$ cat src/rtl/demux_stream.sv
// 1-to-2 stream demultiplexer: each accepted beat lands in the FIFO picked by sel,
// and the two FIFOs drain independently with saturating delivered-beat counters.
module demux_stream #(
  parameter int WIDTH = 4,
  parameter int DEPTH = 2,
  parameter int CNT_W = 8
) (
  input  logic             clk,
  input  logic             rst,
  input  logic             en,
  input  logic             sel,
  input  logic [WIDTH-1:0] D,
  input  logic             in_valid,
  output logic             in_ready,
  output logic [WIDTH-1:0] Y0,
  output logic             Y0_valid,
  input  logic             Y0_ready,
  output logic [WIDTH-1:0] Y1,
  output logic             Y1_valid,
  input  logic             Y1_ready,
  output logic [CNT_W-1:0] cnt0,
  output logic [CNT_W-1:0] cnt1
);

  localparam int PTR_W = (DEPTH > 1) ? $clog2(DEPTH) : 1;
  localparam logic [PTR_W:0] FULL_OCC = (PTR_W + 1)'(DEPTH);
  localparam logic [CNT_W-1:0] CNT_MAX = '1;

  logic [1:0]       full;
  logic [1:0]       valid;
  logic [1:0]       ready;
  logic [1:0]       push;
  logic [1:0]       pop;
  logic [WIDTH-1:0] head [2];
  logic [CNT_W-1:0] cnt  [2];

  // Acceptance looks only at registered occupancy, never at the consumers.
  assign ready    = {Y1_ready, Y0_ready};
  assign in_ready = en && !full[sel];
  assign push     = (in_valid && in_ready) ? (sel ? 2'b10 : 2'b01) : 2'b00;
  assign pop      = valid & ready;

  for (genvar k = 0; k < 2; k++) begin : g_ch
    logic [WIDTH-1:0] mem [DEPTH];
    logic [PTR_W-1:0] wr_ptr;
    logic [PTR_W-1:0] rd_ptr;
    logic [PTR_W:0]   occ;
    logic [CNT_W-1:0] count;

    always_ff @(posedge clk or posedge rst) begin
      if (rst) begin
        wr_ptr <= '0;
        rd_ptr <= '0;
        occ    <= '0;
        count  <= '0;
      end else begin
        if (push[k])
          wr_ptr <= wr_ptr + 1'b1;
        if (pop[k])
          rd_ptr <= rd_ptr + 1'b1;
        if (push[k] && !pop[k])
          occ <= occ + 1'b1;
        else if (!push[k] && pop[k])
          occ <= occ - 1'b1;
        if (pop[k] && count != CNT_MAX)
          count <= count + 1'b1;
      end
    end

    // Storage is not reset; stale entries are hidden by the valid gating below.
    always_ff @(posedge clk) begin
      if (push[k])
        mem[wr_ptr] <= D;
    end

    assign full[k]  = (occ == FULL_OCC);
    assign valid[k] = (occ != '0);
    assign head[k]  = valid[k] ? mem[rd_ptr] : '0;
    assign cnt[k]   = count;
  end

  assign Y0       = head[0];
  assign Y1       = head[1];
  assign Y0_valid = valid[0];
  assign Y1_valid = valid[1];
  assign cnt0     = cnt[0];
  assign cnt1     = cnt[1];

  a_no_x_on_accept: assert property (@(posedge clk) disable iff (rst)
    (in_valid && in_ready) |-> !$isunknown({sel, D}));

endmodule
$ cat config.mk
export PLATFORM = sky130hd
export DESIGN_NAME = demux_stream
export DESIGN_NICKNAME = d
export VERILOG_FILES = /design/src/rtl/demux_stream.sv
export SDC_FILE = /design/constraint.sdc
export NUM_CORES = 1
export LEC_CHECK = 0
export ABC_AREA = 0
export CAP_MARGIN = 20
export CELL_PAD_IN_SITES_DETAIL_PLACEMENT = 1
export CELL_PAD_IN_SITES_GLOBAL_PLACEMENT = 1
export CORE_MARGIN = 10
export CORE_UTILIZATION = 35
export CTS_CLUSTER_SIZE = 40
export DETAILED_ROUTE_END_ITERATION = 6
export DONT_BUFFER_PORTS = 1
export PLACE_DENSITY_LB_ADDON = 0.3
export RECOVER_POWER = 25
export SLEW_MARGIN = 20
export SYNTH_ARGS = -nofsm -noshare
export SYNTH_HDL_FRONTEND = slang
export SYNTH_SLANG_ARGS = --single-unit
$ cat constraint.sdc
create_clock -name clk -period 2 [get_ports clk]
set_clock_uncertainty 0.1 [all_clocks]
set_input_delay 0.5 -clock clk [delete_from_list [all_inputs] [get_ports clk]]
set_output_delay 0.5 -clock clk [all_outputs]
set_load 0.1 [all_outputs]
==> results.yml <==
timing:
  rsz0062_at_grt: "false"
  drv_slew: 0
  min_period_over_period_pct: 95.8
  fin_ws_ns: 0.0834
  hold_violations: 0
  setup_viol_count_final: 0
  fmax_mhz: 522
  tightestPinTransition_ns: 1.33
  relSlewSlack_pct: 11.3
  period_minus_slack_ns: 1.92
cts:
  path_clk_slew_ns: 0.08
  tritoncts: "built"
  cts-root-buf: "clkbuf_8"
  clk_latency_ns: 0.29
  holdBufCountCts: 0
  clockBufferDepth: 2
  cts_max_level: 2
  cts_sinks: 40
  cts_made_buffers: 5
synth:
  synthArstFlopShare_pct: 60.0
  ys_ff_latch: 40
  yosys_warnings: 0
  yosysSeqAreaShare_pct: 60.0
  synth_ff_type: "dfrtp_1"
  avgSynthCellArea_um2: 12.3
  ys_types: 31
  synth_area_mm2: 0.00180
  mappedNetlistNets: 162
  syn_inst: 147
  synth_edf_count: 16
route:
  wl_per_cell_um: 16.6
  drc: 0
  dr_total_vias: 1233
  dr.pass1.iters: 3
  via_per_inst: 4.80
  drt_iter0_markers: 33
  totalWireLength_mm: 4.28
  drtAntennaViolNets: 0
place:
  dpl.hpwl_mm: 3.42
  place_ws_ns: 0.218
  globalplace.congestion: 0.858
  numPortBuffers: 0
final_layout:
  diodes: 0
  syn_to_final_growth_pct: 36.6
  final_net_count: 201
  final_cell_mix: "24 x buf_4, 20 x dfrtp_2, 16 x edfxtp_1"
  final_common_cell: "buf_4"
  n_fill_cell: 527
  drive_above_1_share_pct: 44.9
floorplanning:
  fp.dieH_um: 91.8
  initial_core_util_pct: 35.8
  dieArea_mm2: 0.00842
  num_rows: 26
  coreArea_mm2: 0.00504
  pin_count: 38
  die_w_um: 91.8
worst_hold_path:
  hp-class: "in -> reg"
  hold-path-cell-count: 0
  worstHoldStart: "D[1]"
  hold_end: "g_ch[0].mem[1][1]"
grt:
  grt-ovfl-total: 0
  grt_antenna_before_repair: 0
  grt_first_pass_wirelength_mm: 7.11
  grt_usage_pct: 10.7
  grt_pass1_vias: 1389
  grt_start_max_net_pins: 25
setup_path:
  start_kind: "flip-flop"
  ff2ff_setup_slack_ns: 0.25
  crit_required_ns: 1.40
  critPathMaxFanout: 5
  r2r-start: "g_ch[1].occ[0]"
  endpoint_kind: "output port"
  reg2reg_depth: 5
  crit_type: "reg -> out"
  r2r_end: "cnt1[7]"
  cp_data_arrival_time_ns: 1.32
outcome:
  status: "complete, no violations"
run:
  cap_violations: 0
## sequential cells by signal (all words and copies together) (netlist names)
name / flops
g_ch.occ: 4
g_ch.rd_ptr: 2
g_ch.wr_ptr: 2
cnt0: 8
g_ch.mem: 16
cnt1: 8
## per-layer routing
layer / GRT usage [%] / vias up / part of all wire (%)
met3: 5.54 / 8 / 9.7
met1: 10.8 / 594 / 38
li1: - / 596 / -
met4: 4.50 / 0 / 1.8
met5: 0 / - / 0
met2: 18.2 / 35 / 50
## area by class of cell
class | instances | area [um^2] | share of cell area, %
flip-flops and latches | 40 | 1110 | 44.9
multi-input cells | 98 | 768 | 31.2
repair buffers | 34 | 364 | 14.8
well taps | 70 | 87.6 | 3.56
clock buffers | 5 | 68.8 | 2.79
clock inverters | 3 | 42.5 | 1.73
inverters | 7 | 26.3 | 1.07
## worst max-delay path by stage
| stage | from | to | slack (ns) | cells past startpoint |
|---|---|---|---|---|
| after floorplan | g_ch[0].rd_ptr | Y0[0] | -0.07 | 3 |
| final | g_ch[1].rd_ptr | Y1[1] | 0.08 | 3 |
| after detailed placement | g_ch[1].occ[0] | Y1[1] | 0.22 | 4 |
| after global placement | g_ch[1].occ[0] | Y1[2] | 0.25 | 4 |
| after global routing | g_ch[0].occ[0] | Y0_valid | 0.01 | 4 |
| after CTS | g_ch[1].occ[1] | Y1[1] | -0.007 | 4 |
## critical path, stage by stage, from the launching register on
cell	delay, ns
dfrtp_2	0.46
mux2i_1	0.33
nor2_4	0.06
buf_12	0.17
## synthesized netlist by cell type (all sizes together), types with 2 or more instances
library cell | number | area share (%)
nand4 | 2 | 1.0
nand3 | 3 | 0.83
nor3 | 3 | 0.83
nor2b | 4 | 1.4
clkbuf | 2 | 0.42
nor2 | 16 | 3.3
dfrtp | 24 | 33
o21ai | 4 | 1.1
and4 | 3 | 1.5
a211oi | 2 | 0.83
inv | 7 | 1.5
edfxtp | 16 | 27
xnor2 | 9 | 4.4
mux2i | 9 | 5.0
nand2 | 10 | 2.1
o21a | 2 | 0.90
xor2 | 7 | 3.4
mux2 | 6 | 4.0
a21oi | 4 | 1.1
ha | 4 | 2.8
and2 | 3 | 1.0
## per-stage QoR
stage / hold slack, ns / area [um^2] / instances / utilization, % / setup TNS (ns)
2_1_floorplan: 0.355 / 1870 / 147 / - / -0.283
3_3_place_gp: 0.356 / 2300 / 246 / 45.6 / 0
3_5_place_dp: 0.365 / 2300 / 246 / 45.6 / 0
4_1_cts: 0.0393 / 2450 / 257 / 48.7 / -0.0119
5_1_grt: 0.167 / 2460 / 257 / 48.9 / 0
6_report: 0.196 / 2460 / 257 / 48.9 / 0
## repair_timing
action,CTS,global route
pin swaps,0,1
buffers inserted,3,0
gates resized for setup,8,6
endpoints found under the setup margin,6,4
cloned,0,0
## kinds of logic after synthesis
kind of cell	count (synthesis)	share of synthesized area, %
simple gates	47	13.0
xor+xnor	16	7.77
flops	40	60.0
fa+ha+maj	4	2.78
compound gates	16	5.62
mux	15	8.95
buf+inv	9	1.87
Power is not shown: default switching activity piles up to over one toggle a cycle in this logic, so the estimate is an artifact.
